**src/rtl/tdm_demux_1x8.sv**
```systemverilog
// tdm_demux_1x8 -- serial TDM stream to parallel frame demultiplexer.
//
// This is the receive-side partner of the 8:1 serial-select mux tree. It
// rebuilds each frame from a serial stream that carries one lane bit per slot,
// with slot 0 first. A frame-sync strobe marks slot 0. Each completed frame is
// presented on a valid/ready output register, and backpressure is applied
// toward the serial source.
//
// Optional feature: define TDM_DEMUX_PARITY_EN to add a trailing even-parity
// slot (slot LANES) to every frame. A frame that fails the parity check is
// dropped and par_err_out pulses instead of publishing it.
//
// Ports:
//   clk_in        rising-edge clock
//   rst_n_in      asynchronous active-low reset
//   d_in          serial data bit for the current slot
//   valid_in      d_in qualifier; a bit is accepted on valid_in & ready_out
//   sync_in       with valid_in, marks d_in as slot 0
//   ready_out     source may present a bit (combinational)
//   y_out         rebuilt frame, y_out[i] = bit received in slot i
//   y_valid_out   y_out holds an unconsumed frame
//   y_ready_in    sink accepts y_out on y_valid_out & y_ready_in
//   slot_out      index of the next slot to be written
//   sync_err_out  sticky: sync_in seen mid-frame
//   err_clr_in    synchronous clear of sync_err_out
//   par_err_out   one-cycle pulse on parity mismatch (0 without the macro)

module tdm_demux_1x8 #(
    parameter int unsigned LANES  = 8,
    parameter int unsigned SLOT_W = 4
) (
    input  logic              clk_in,
    input  logic              rst_n_in,
    input  logic              d_in,
    input  logic              valid_in,
    input  logic              sync_in,
    output logic              ready_out,
    output logic [LANES-1:0]  y_out,
    output logic              y_valid_out,
    input  logic              y_ready_in,
    output logic [SLOT_W-1:0] slot_out,
    output logic              sync_err_out,
    input  logic              err_clr_in,
    output logic              par_err_out
);

`ifdef TDM_DEMUX_PARITY_EN
    localparam int unsigned LAST = LANES;
`else
    localparam int unsigned LAST = LANES - 1;
`endif
    localparam logic [SLOT_W-1:0] LAST_SLOT = SLOT_W'(LAST);

    typedef enum logic {
        HUNT = 1'b0,
        LOCK = 1'b1
    } state_t;

    state_t           state;
    logic [LANES-1:0] frame_buf;
    logic [LANES-1:0] frame_next;
    logic             last_slot;
    logic             accept;
    logic             frame_start;

    assign last_slot = (slot_out == LAST_SLOT);

    // Only the final slot is held off: it is the one that would overwrite a
    // full, non-draining output register.
    assign ready_out = !(state == LOCK && last_slot && y_valid_out && !y_ready_in);
    assign accept    = valid_in & ready_out;

    // Sync starts a fresh frame when hunting or when it arrives mid-frame
    // (realign). Sync on slot 0 in LOCK is just a normal frame start.
    assign frame_start = sync_in && (state == HUNT || slot_out != '0);

    // Partial frame with the current bit merged into its slot. The parity
    // slot matches no lane, so it leaves the buffer untouched.
    always_comb begin
        frame_next = frame_buf;
        for (int unsigned i = 0; i < LANES; i++) begin
            if (slot_out == SLOT_W'(i)) begin
                frame_next[i] = d_in;
            end
        end
    end

    always_ff @(posedge clk_in or negedge rst_n_in) begin
        if (!rst_n_in) begin
            state        <= HUNT;
            slot_out     <= '0;
            frame_buf    <= '0;
            y_out        <= '0;
            y_valid_out  <= 1'b0;
            sync_err_out <= 1'b0;
`ifdef TDM_DEMUX_PARITY_EN
            par_err_out  <= 1'b0;
`endif
        end else begin
`ifdef TDM_DEMUX_PARITY_EN
            par_err_out <= 1'b0;
`endif
            // Defaults first; a publish or new sync error below overrides them.
            if (y_valid_out && y_ready_in) begin
                y_valid_out <= 1'b0;
            end
            if (err_clr_in) begin
                sync_err_out <= 1'b0;
            end

            if (accept) begin
                if (frame_start) begin
                    frame_buf <= {{(LANES-1){1'b0}}, d_in};
                    slot_out  <= SLOT_W'(1);
                    state     <= LOCK;
                    if (state == LOCK) begin
                        sync_err_out <= 1'b1;
                    end
                end else if (state == LOCK) begin
                    frame_buf <= frame_next;
                    if (last_slot) begin
                        slot_out <= '0;
`ifdef TDM_DEMUX_PARITY_EN
                        if (^{frame_buf, d_in}) begin
                            par_err_out <= 1'b1;
                        end else begin
                            y_out       <= frame_next;
                            y_valid_out <= 1'b1;
                        end
`else
                        y_out       <= frame_next;
                        y_valid_out <= 1'b1;
`endif
                    end else begin
                        slot_out <= slot_out + SLOT_W'(1);
                    end
                end
            end
        end
    end

`ifndef TDM_DEMUX_PARITY_EN
    assign par_err_out = 1'b0;
`endif

endmodule

```
**config.mk**
```make
export PLATFORM = sky130hd
export DESIGN_NAME = tdm_demux_1x8
export DESIGN_NICKNAME = d
export VERILOG_FILES = /design/src/rtl/tdm_demux_1x8.sv
export SDC_FILE = /design/constraint.sdc
export NUM_CORES = 1
export LEC_CHECK = 0
export BUFFER_PORTS_ARGS = -buffer_cell sky130_fd_sc_hd__buf_2
export CELL_PAD_IN_SITES_DETAIL_PLACEMENT = 0
export CELL_PAD_IN_SITES_GLOBAL_PLACEMENT = 1
export CORE_MARGIN = 2
export CORE_UTILIZATION = 28
export CTS_BUF_LIST = sky130_fd_sc_hd__clkbuf_4 sky130_fd_sc_hd__clkbuf_8 sky130_fd_sc_hd__clkbuf_16
export DETAILED_ROUTE_END_ITERATION = 8
export PLACE_DENSITY = 0.65
export SETUP_SLACK_MARGIN = 0.02
export SKIP_LAST_GASP = 1
export SYNTH_ARGS = -nofsm -noshare
export SYNTH_HDL_FRONTEND = slang
export SYNTH_SLANG_ARGS = --single-unit
```
**constraint.sdc**
```tcl
create_clock -name clk_in -period 4.15 [get_ports clk_in]
set_clock_uncertainty 0.05 [all_clocks]
set_input_delay 0.415 -clock clk_in [delete_from_list [all_inputs] [get_ports clk_in]]
set_output_delay 0.415 -clock clk_in [all_outputs]
set_load 0.1 [all_outputs]
```
Yosys cells after proc, flatten, opt, wreduce, memory -nomap -nowiden
Cells that the tools add are included.
Widths: inputs -> output; s select.

word-level totals
  register bits after elaboration = 23
  output and inout port bits = 16
  logic and storage cells = 53

operators by class
  add/subtract/negate cells = 1
  eq/ne operators = 7
  mux-type cells = 22
  bitwise logic cells = 3
  reduce and logical (&&, ||, !) cells = 14

operators with widths
  cell                 count
  $mux 1               17
  $eq 4x3->1 const B   4
  $mux 8               2
  $mux 4               3
  $eq 4x2->1 const B   2
  $logic_and 1x1->1    5
  $add 4x1->4 const B  1
  $eq 4x1->1 const B   1
  $logic_not 4->1      1
  $reduce_and 2->1     2
  $reduce_and 4->1     1
  $reduce_bool 4->1    1
  $logic_not 1->1      2
  $not 1->1            2
  $reduce_bool 2->1    1
  $and 1x1->1          1
  $logic_or 1x1->1     1

Longest topological paths before layout
Gate-level depths: netlist of the first run.

  depth in word-level cells = 7
  depth in mapped cells = 6
  depth with buffers taken out = 5

Least setup slack after synthesis of the first run
Ideal clock, no wire load.

  path type = flip-flop to flip-flop
  start point = register slot_out[0]
  end point = register slot_out[2]
  library setup time = 105 ps
  arrival = 2633 ps
  required time = 3995 ps
  setup slack = 1362 ps
  cell stages (with the launch flop) = 5
  path buffers = 0
  cell sequence = dfrtp_1 > ha_1 > and4b_2 > nand2_1 > a311oi_1

between the ends
  longest elaborated chain between the ends = 7
  elaborated cells on any way between the ends = 15
  classes of those cells = add/sub: 1; eq/ne: 1; mux: 3; bitwise: 1; reduce/logical: 9

RTL lines
  what                               line  RTL
  start: declaration                 41    output logic [SLOT_W-1:0] slot_out,
  start signal: assignment           135   slot_out <= slot_out + SLOT_W'(1);
  $eq 4x3->1                         66    assign last_slot = (slot_out == LAST_SLOT);
  $logic_and 1x1->1 (3 in series)    70    assign ready_out = !(state == LOCK && last_slot && y_valid_out && !y_ready_in);
  $logic_not 1->1                    70
  net ready_out                      37    output logic ready_out,
  $and 1x1->1                        71    assign accept = valid_in & ready_out;
  $reduce_and 2->1 (no source line)  -

The timed path passes the listed nets, and every way through them passes these cells. The select of a mux whose other input is x is not followed.
A chain may end at the register's enable or synchronous reset.

Final worst setup path of the first run
  start point = register slot_out[0]
  end point = output ready_out

between the ends
  longest elaborated chain between the ends = 5

RTL lines
  what                             line
  $eq 4x3->1                       66
  $logic_and 1x1->1 (3 in series)  70
  $logic_not 1->1                  70
  end: declaration                 37

No other way between the ends.

==> out/results.md, run 1 <==
- dfrtp_1 — Critical-path top delay cell
- dfrtp_1 (22), buf_2 (21), nand2_1 (19) — top library cells by usage in the layout, fill and taps aside
- y_out[7]$_DFFE_PN0P_ — Reg-to-Reg End
- output port — nature of the critical path endpoint
- dfrtp_1 — most frequent standard cell in the layout excluding fill and tap cells
- complete, no violations — status
- 0.1570 — area fraction in and, or, nand and nor cells after synthesis
- 3 — total CTS buffers
- 0.7876 — Placer Congestion
- 0.5587 — fraction of the cycle the final worst path needs
- 429 — Fillers
- 2.14 ns — register-to-register setup slack
- register — kind of start point of the critical path
- 0 — diode count
- ready_out — crit path to
- 0 — number of antenna violations at the first check in global routing
- 0.5486 ns — actual slew at the worst max-slew pin
- no — unrepaired setup endpoints after global routing
- 0 — post-CTS setup repair buffer count
- 32 — unique cell type count in the Yosys netlist
- 6 — maximum fanout along the worst path
- 21 — number of input and output port buffers inserted
- slot_out[0]$_DFFE_PN0P_ — origin of the critical flop-to-flop path
- compound AO/OA/AOI/OAI gates — largest family of logic cells by synthesized area
- 0 — Max Transition Viols Final
- 1.85 ns — arrival time at the worst endpoint
- 0.08 ns — clock-pin slew reported for the worst setup and hold paths after clock tree synthesis
- 1147 um2 — Post-Synthesis Cell Area
- 13.74 um — average wire length per cell after detail routing
- 0.4798 — area share of the leading cell type in the synthesized netlist
- 0 — fraction of synthesized cell area in xor and xnor cells
- 431.3 MHz — Max Fclk
- 150 — Layout Nets
- 129 — number of nets in the synthesized netlist
- 0.1309 — Overall Global Routing Usage
- 23 — row cnt
- 945 — vias in the first global route
- 0 — number of routed nets with antenna violations
- 0 — max capacitance violation total
- 550.5 um2 — area used by sequential logic in the layout
- built — CTS tree
- 0.2391 — proportion of layout cells with a drive suffix above 1
- 0 — final-report setup violation count
- 0 — total of cells resized after clock tree synthesis
- 0 — hold-fix buffers at CTS
- 0.04362 — arithmetic-cell share of the synthesized area counting full adders, half adders and majority gates
- 2 — number of buffers on the longest clock path
- in2async — type of the worst min-delay path
- 0.08070 — proportion of synthesized area in mux cells
- 68.02 um — vertical die dimension
- 896 — total via count after detailed routing
- 4.512 mm — first-pass GRT wire length
- 4.766 — drt via density
- 46 — First DRT Iteration DRCs
- 68.02 um — Die X-Extent
- 4626 um2 — Die Footprint
- 0.44 ns — delay of the slowest cell on the worst path
- 4 — count of TritonRoute iterations in the first routing pass
- 118 — instance count of the mapped netlist
- 0 — DRC
- dfrtp_1 (48%), nand2_1 (6.2%), mux2i_1 (6.1%) — synth top area cells
- 18.32% — synth-to-layout area growth
- 2.583 mm — Routed WL
- 0 — Yosys warnings
- 0.26 ns — Worst-Skew Late Latency
- 0.1778 — compound-cell area share of the yosys netlist
- slot_out[0]$_DFFE_PN0P_ — Critical path origin
- 2.318 ns — shortest period the worst path allows
- ha_1, and4b_2, nand2_1, buf_2 — Cell Chain, Critical Path
- 1.884 mm — half-perimeter wire length after placement
- 0 — Hold Fails Final Rpt
- 22 — number of sinks on the clock net
- clkbuf_8 — library cell used as clock root buffer
- 0 ns — final setup TNS
- 3.68 ns — Critical Path RT
- 1 — Clock H-tree levels
- reg2out — critical path type
- 22 — register bit total from synthesis
- 9.723 um2 — Avg Cell Area, Syn
- 0 — GRT Residual Overflow
- 3971 um2 — Std-Cell Core Area
- 23 — largest net degree at the start of global routing
- 1358 um2 — area of all placed cells without fillers
- 0.2889 — initial cell density of the core
- 0.6335 — worst max-slew margin expressed relative to the limit
- 530.5 um2 — area taken by multi-input logic gates
- 4 — Reg2Reg Depth
- 0.4798 — portion of the post-synthesis area used by sequential elements
- dfrtp_1 — dominant cell type by area after synthesis
- 1286 um2 — placed standard-cell area
- 23 — # IOs
==> critical path: cells and delay by family, from the launching register on <==
family	cells	cell delay, ns
buffers and inverters	1	0.43
AND/OR/NAND/NOR	2	0.42
adder cells (fa/ha/maj)	1	0.29
flip-flops	1	0.44
==> cell type report <==
| class | instances | area share |
|---|---|---|
| repair buffers | 21 | 0.07742 |
| multi-input cells | 81 | 0.3908 |
| clock buffers | 3 | 0.03041 |
| clock inverters | 1 | 0.02212 |
| well taps | 50 | 0.04608 |
| inverters | 10 | 0.02765 |
| flip-flops and latches | 22 | 0.4055 |
==> registers in the layout, summed over array words and instances (netlist names) <==
| register | cells |
|---|---|
| frame_buf | 7 |
| slot_out | 4 |
| state | 1 |
| sync_err_out | 1 |
| y_out | 8 |
| y_valid_out | 1 |
==> per-stage QoR <==
stage | cells | worst slack (ns) | util | hold slack (ns)
floorplan | 118 | 1.362 | - | 0.06941
global placement | 184 | 2.176 | 0.3239 | 0.3592
detailed placement | 184 | 2.086 | 0.3239 | 0.3760
CTS | 188 | 1.827 | 0.3418 | 0.08137
global route | 188 | 1.737 | 0.3418 | 0.09050
finish | 188 | 1.832 | 0.3418 | 0.06192
==> routing by layer <==
metal	wire [um]	GRT usage	vias up	share of wire
met1	1221	0.1721	424	0.47
met3	122	0.03454	2	0.047
met4	21	0.03000	0	0.0081
li1	-	-	450	-
met5	0	0	-	0
met2	1219	0.2148	20	0.47
==> Yosys cell counts <==
cell type and n:
dfrtp_1 22, nand2_1 19, inv_1 10, o21ai_0 9, a21oi_1 7, mux2i_1 7
o22ai_1 5, ha_1 4, nand3_1 4, nor2_1 4, buf_2 2, buf_4 2
mux2_2 2, nand4_1 2, o211ai_1 2, a211oi_1 1, a21o_1 1, a21o_4 1
a21oi_2 1, a311oi_1 1, a31o_2 1, a31oi_1 1, and4b_2 1, and4bb_2 1
clkbuf_1 1, conb_1 1, nand2b_1 1, nand3_4 1, nor2b_1 1, o211a_1 1
o21ai_1 1, or4_1 1
==> worst min-delay path by stage <==
stage	startpoint	end	slack [ns]
final	rst_n_in	slot_out[2]$_DFFE_PN0P_	0.06
after global routing	rst_n_in	slot_out[0]$_DFFE_PN0P_	0.09
after CTS	rst_n_in	slot_out[0]$_DFFE_PN0P_	0.08
after detailed placement	rst_n_in	slot_out[2]$_DFFE_PN0P_	0.38
after global placement	rst_n_in	slot_out[2]$_DFFE_PN0P_	0.36
after floorplan	rst_n_in	frame_buf[0]$_DFFE_PN0P_	0.07
==> kinds of logic (layout without fill, tap and decap cells) <==
kind of cell,after synthesis,in the layout
AOI/OAI and AO/OA,32,32
buffers and inverters,15,35
other,1,1
adders and majority gates,4,4
muxes,9,9
DFF,22,22
and+or+nand+nor,35,35
Power of run 1 is not shown: default switching activity piles up to over one toggle a cycle in this logic, so the estimate is an artifact.
==> run 2: changes to the inputs <==
- clock period: 4.15 -> 2.2 ns (I/O delays scaled with it)
==> run 2 against run 1 <==
  * Register-to-register slack got worse by 1.9 ns
  * Flip-flop and latch count unchanged
  * Critical path type unchanged
  * Largest cell class unchanged
  * Sequential share of layout area down 0.59 points
  * Non-clock buffer count rose by 3
  * Clock-buffer cell count is the same
  * Critical path depth unchanged
==> out/results.md, run 2 (synthesized netlist as in run 1, its figures left out) <==
- complete, no violations — status, unchanged
- 0 — DRC, unchanged
- y_out (8), frame_buf (7), slot_out (4) — biggest registers after layout, unchanged
- 1602 nW/um2 — Pwr Density
- 0 — max capacitance violation total, unchanged
- 23 — row cnt, unchanged
- clkbuf_8 — library cell used as clock root buffer, unchanged
- 82 — First DRT Iteration DRCs, was 46
- 0.8434 — Placer Congestion, was 0.7876
- 2 — number of buffers on the longest clock path, unchanged
- 0.6784 nW — Leak
- 4.229 mm — first-pass GRT wire length, was 4.512 mm
- 68.02 um — Die X-Extent, unchanged
- 153 — Layout Nets, was 150
- 0.07 ns — clock-pin slew reported for the worst setup and hold paths after clock tree synthesis, was 0.08 ns
- 0 — total of cells resized after clock tree synthesis, unchanged
- 0.6178 — worst max-slew margin expressed relative to the limit, was 0.6335
- buf_2 — most frequent standard cell in the layout excluding fill and tap cells, was dfrtp_1
- 1 — Clock H-tree levels, unchanged
- 0.2837 — proportion of layout cells with a drive suffix above 1, was 0.2391
- 1390 um2 — area of all placed cells without fillers, was 1358 um2
- 887 — vias in the first global route, was 945
- 0 — Max Transition Viols Final, unchanged
- 3 — total CTS buffers, unchanged
- 0 — GRT Residual Overflow, unchanged
- in2reg — type of the worst min-delay path, was in2async
- 0.2889 — initial cell density of the core, unchanged
- register — kind of start point of the critical path, unchanged
- 0 — number of routed nets with antenna violations, unchanged
- 908 — total via count after detailed routing, was 896
- buf_2 (21), nand2_1 (18), dfrtp_1 (18) — top library cells by usage in the layout, fill and taps aside, was dfrtp_1 (22), buf_2 (21), nand2_1 (19)
- 6 — maximum fanout along the worst path, unchanged
- output port — nature of the critical path endpoint, unchanged
- 0 — Hold Fails Final Rpt, unchanged
- 1309 um2 — placed standard-cell area, was 1286 um2
- 0 — number of antenna violations at the first check in global routing, unchanged
- 22 — number of sinks on the clock net, unchanged
- 3971 um2 — Std-Cell Core Area, unchanged
- 0 ns — final setup TNS, unchanged
- 671.0 uV — worst ir drop on vdd
- built — CTS tree, unchanged
- 4 — count of TritonRoute iterations in the first routing pass, unchanged
- 4.754 — drt via density, was 4.766
- 23 — # IOs, unchanged
- no — unrepaired setup endpoints after global routing, unchanged
- 1.876 mm — half-perimeter wire length after placement, was 1.884 mm
- 1.82 ns — arrival time at the worst endpoint, was 1.85 ns
- 13.07 um — average wire length per cell after detail routing, was 13.74 um
- 2.093 ns — shortest period the worst path allows
- reg2out — critical path type, unchanged
- 0 — post-CTS setup repair buffer count, unchanged
- 2.497 mm — Routed WL, was 2.583 mm
- 1.93 ns — Critical Path RT, was 3.68 ns
- 0.1239 — Overall Global Routing Usage, was 0.1309
- 1 — hold-fix buffers at CTS, was 0
- 477.9 MHz — Max Fclk
- y_out — register with the highest flop count, unchanged
- 0 — diode count, unchanged
- 23 — largest net degree at the start of global routing, unchanged
- 0.9512 — fraction of the cycle the final worst path needs
- 8 — max FFs per register, unchanged
- 68.02 um — vertical die dimension, unchanged
- 0 — final-report setup violation count, unchanged
- 4626 um2 — Die Footprint, unchanged
- 0.5722 ns — actual slew at the worst max-slew pin, was 0.5486 ns
- 0.26 ns — Worst-Skew Late Latency, about the same
- 21.16% — synth-to-layout area growth, was 18.32%
- 21 — number of input and output port buffers inserted, unchanged
run 2: cell count changes in the layout (fill, tap and decap cells not counted):
cell,previous run,this run
dfrtp_2,0,4
dfrtp_1,22,18
nand2_2,0,1
dlygate4sd3_1,0,1
buf_4,0,2
nand2_1,19,18
run 2: routing by layer:
layer | track usage | vias to the layer above | part of all wire
met2 | 0.1966 | 18 | 0.45
met4 | 0.05250 | 0 | 0.015
li1 | - | 454 | -
met1 | 0.1651 | 432 | 0.48
met3 | 0.02303 | 4 | 0.053
met5 | 0 | - | 0
run 2: cell type report:
type                       count  area, um2
clock buffer                   3      41.29
tap                           50      62.56
sequential                    22      555.5
clock inverter                 1      30.03
inverter                      10      37.54
timing repair buffer          24      130.1
multi-input combinational     81      533.0
fill                         418       2581
run 2: worst paths after layout:
check | from | endpoint | slack (ns) | cells past startpoint
min | err_clr_in | sync_err_out$_DFF_PN0_ | 0.09 | 2
min reg2reg | y_out[2]$_DFFE_PN0P_ | y_out[2]$_DFFE_PN0P_ | 0.43 | 2
min in group asynchronous | rst_n_in | frame_buf[4]$_DFFE_PN0P_ | 0.41 | 2
max | slot_out[0]$_DFFE_PN0P_ | ready_out | 0.11 | 4
max in group asynchronous | rst_n_in | slot_out[0]$_DFFE_PN0P_ | 1.31 | 2
max reg2reg | slot_out[0]$_DFFE_PN0P_ | frame_buf[0]$_DFFE_PN0P_ | 0.27 | 5
run 2: worst max-delay path, cell delays in order (launching register included):
cell,delay [ns]
dfrtp_2,0.45
ha_1,0.28
and4b_2,0.32
nand2_2,0.10
buf_2,0.43
run 2: report_power, final:
part	switching, mW	internal [mW]
clock	0.130	0.243
sequential	0.0999	0.539
combinational	0.972	0.243
total	1.20	1.03
run 2: stage by stage:
stage / std cells / util / power (mW) / hold WS (ns) / setup WS [ns]
finish: 191 / 0.3500 / 2.227 / 0.09042 / 0.1073
global route: 191 / 0.3500 / 2.373 / 0.08654 / 0.03324
CTS: 191 / 0.3500 / 2.252 / 0.09026 / 0.1086
detailed placement: 186 / 0.3296 / 1.874 / 0.1704 / 0.2776
global placement: 186 / 0.3296 / 1.858 / 0.1667 / 0.3309
floorplan: 118 / - / 1.661 / -0.1256 / 0.05055
Note: power is estimated with default switching activity, not from simulation.
==> run 3: changes to the inputs <==
==> constraint.sdc (replaced) <==
create_clock -name clk_in -period 2.2 [get_ports clk_in]
set_clock_uncertainty 0.05 [all_clocks]
set_input_delay 0.44 -clock clk_in [delete_from_list [all_inputs] [get_ports clk_in]]
set_output_delay 0.44 -clock clk_in [all_outputs]
set_load 0.1 [all_outputs]
==> run 3 against run 2 <==
  * Setup slack worse by 0.0093 ns
  * Sequential share of layout area decreased by 0.21 points
  * Clock-buffer cell count unchanged
  * Global-route usage is 0.20 points lower
==> out/results.md, run 3 (synthesized netlist as in run 1, its figures left out) <==
- buf_2 — most frequent standard cell in the layout excluding fill and tap cells, unchanged
- 0 — hold-fix buffers at CTS, was 1
- 0 — number of routed nets with antenna violations, unchanged
- 0.27 ns — register-to-register setup slack, about the same
- 0.1219 — Overall Global Routing Usage, was 0.1239
- 0.02961 — grt met3 use, was 0.02303
- 23 — # IOs, unchanged
- 0 — diode count, unchanged
- 1.029 mW — P_int, was 1.026 mW
- 1.952 mm — half-perimeter wire length after placement, was 1.876 mm
- 0 ns — final setup TNS, unchanged
- no — unrepaired setup endpoints after global routing, unchanged
- 0 — Hold Fails Final Rpt, unchanged
- 0.1591 — met1 Track Usage GR, was 0.1651
- 21 — number of input and output port buffers inserted, unchanged
- built — CTS tree, unchanged
- 0.6832 nW — Leak, was 0.6784 nW
- buf_2 (20), nand2_1 (18), dfrtp_1 (18) — top library cells by usage in the layout, fill and taps aside, was buf_2 (21), nand2_1 (18), dfrtp_1 (18)
- clkbuf_8 — library cell used as clock root buffer, unchanged
- register — kind of start point of the critical path, unchanged
- 1.61 ns — arrival time at the worst endpoint, was 1.82 ns
- complete, no violations — status, unchanged
- 2.613 mm — Routed WL, was 2.497 mm
- 63 — First DRT Iteration DRCs, was 82
- 0.45 ns — delay of the slowest cell on the worst path, about the same
- 0.3519 — final cell utilization of the core, was 0.3500
- 475.7 MHz — Max Fclk, was 477.9 MHz
- 922 — vias in the first global route, was 887
- 0.2889 — initial cell density of the core, unchanged
- 68.02 um — Die X-Extent, unchanged
- in2async — type of the worst min-delay path, was in2reg
- 22 — number of sinks on the clock net, unchanged
- 3971 um2 — Std-Cell Core Area, unchanged
- y_out — register with the highest flop count, unchanged
- 0.286 — sequential group share of total power, was 0.287
- 1.217 mW — Net Sw Power, was 1.202 mW
- 4.900 — drt via density, was 4.754
- 4 — count of TritonRoute iterations in the first routing pass, unchanged
- y_out (8), frame_buf (7), slot_out (4) — biggest registers after layout, unchanged
- 13.75 um — average wire length per cell after detail routing, was 13.07 um
- 3 — total CTS buffers, unchanged
- 549.5 uV — worst ir drop on vdd, was 671.0 uV
- 0.5051 ns — actual slew at the worst max-slew pin, was 0.5722 ns
- 0 — number of antenna violations at the first check in global routing, unchanged
- 68.02 um — vertical die dimension, unchanged
- 0.9555 — fraction of the cycle the final worst path needs, was 0.9512
- 0 — post-CTS setup repair buffer count, unchanged
- 1.71 ns — Critical Path RT, was 1.93 ns
- 0 — final-report setup violation count, unchanged
- output port — nature of the critical path endpoint, unchanged
- 0.545 — proportion of power drawn by combinational gates, was 0.546
- 2 — number of buffers on the longest clock path, unchanged
- 0.1954 — global routing met2 resource utilization, was 0.1966
- 4626 um2 — Die Footprint, unchanged
- 0.5420 — switching share of total power, was 0.5395
- dfrtp_2 — Critical-path top delay cell, unchanged
- 8 — max FFs per register, unchanged
- 1 — Clock H-tree levels, unchanged
- met2 — layer with the highest usage, unchanged
- 0 — Max Transition Viols Final, unchanged
- ha_1, and4b_2, nand2_2, buf_12 — Cell Chain, Critical Path, was ha_1, and4b_2, nand2_2, buf_2
- 0 — max capacitance violation total, unchanged
- 21.81% — synth-to-layout area growth, was 21.16%
- 0.2929 — proportion of layout cells with a drive suffix above 1, was 0.2837
- 0.26 ns — Worst-Skew Late Latency, about the same
- 0 — total of cells resized after clock tree synthesis, unchanged
- 23 — largest net degree at the start of global routing, unchanged
- 2.246 mW — Design Power, was 2.227 mW
- 6 — maximum fanout along the worst path, unchanged
- 152 — Layout Nets, was 153
- 1607 nW/um2 — Pwr Density, was 1602 nW/um2
- 0.09 ns — clock-pin slew reported for the worst setup and hold paths after clock tree synthesis, was 0.07 ns
- 4.195 mm — first-pass GRT wire length, was 4.229 mm
- reg2out — critical path type, unchanged
- 0 — GRT Residual Overflow, unchanged
- 0.170 — clock network power share, was 0.167
- 0.6610 — worst max-slew margin expressed relative to the limit, was 0.6178
- 23 — row cnt, unchanged
- 0 — DRC, unchanged
- 2.102 ns — shortest period the worst path allows, was 2.093 ns
- 931 — total via count after detailed routing, was 908
- 0.8367 — Placer Congestion, was 0.8434
[run 3: worst max-delay path, delay by kind of cell, from the launching register on]
family | cells | cell delay [ns]
buffers and inverters | 1 | 0.18
DFF | 1 | 0.45
and+or+nand+nor | 2 | 0.44
adders and majority gates | 1 | 0.28
[run 3: metrics by stage]
stage | area (um2) | hold slack [ns] | instances | setup WS (ns)
after floorplan | 1155 | 0.09441 | 118 | 0.05055
after detailed placement | 1324 | 0.3996 | 186 | 0.2810
after CTS | 1395 | 0.1057 | 190 | 0.09960
final | 1398 | 0.08450 | 190 | 0.09800
after global placement | 1324 | 0.3858 | 186 | 0.3345
after global routing | 1398 | 0.1125 | 190 | 0.03347
[run 3: routing by layer]
metal	wire [um]	vias up
met4	18	0
met5	0	-
li1	-	453
met1	1214	449
met3	159	3
met2	1221	26
[run 3: power by group through the flow]
stage               Clock [mW]  Sequential, mW  Combinational (mW)
floorplan                    0            1.28               0.384
finish                   0.381           0.641                1.22
global route             0.407           0.662                1.31
global placement             0           0.636                1.22
CTS                      0.386           0.640                1.23
detailed placement           0           0.649                1.23
[run 3: path summary, 6_finish.rpt]
path / startpoint / to / cells past startpoint
setup / recovery: slot_out[0]$_DFFE_PN0P_ / ready_out / 4
hold / removal: rst_n_in / state$_DFFE_PN0P_ / 1
setup reg to reg: slot_out[0]$_DFFE_PN0P_ / frame_buf[0]$_DFFE_PN0P_ / 5
hold reg to reg: y_out[0]$_DFFE_PN0P_ / y_out[0]$_DFFE_PN0P_ / 2
max in group asynchronous: rst_n_in / slot_out[0]$_DFFE_PN0P_ / 1
min in group clk_in: err_clr_in / sync_err_out$_DFF_PN0_ / 2
[run 3: layout make-up]
| type | instances | area (um2) |
|---|---|---|
| clock inverter | 1 | 30.03 |
| inverter | 10 | 37.54 |
| tap | 50 | 62.56 |
| sequential | 22 | 555.5 |
| multi-input combinational | 81 | 535.5 |
| fill | 414 | 2574 |
| timing repair buffer | 23 | 135.1 |
| clock buffer | 3 | 41.29 |
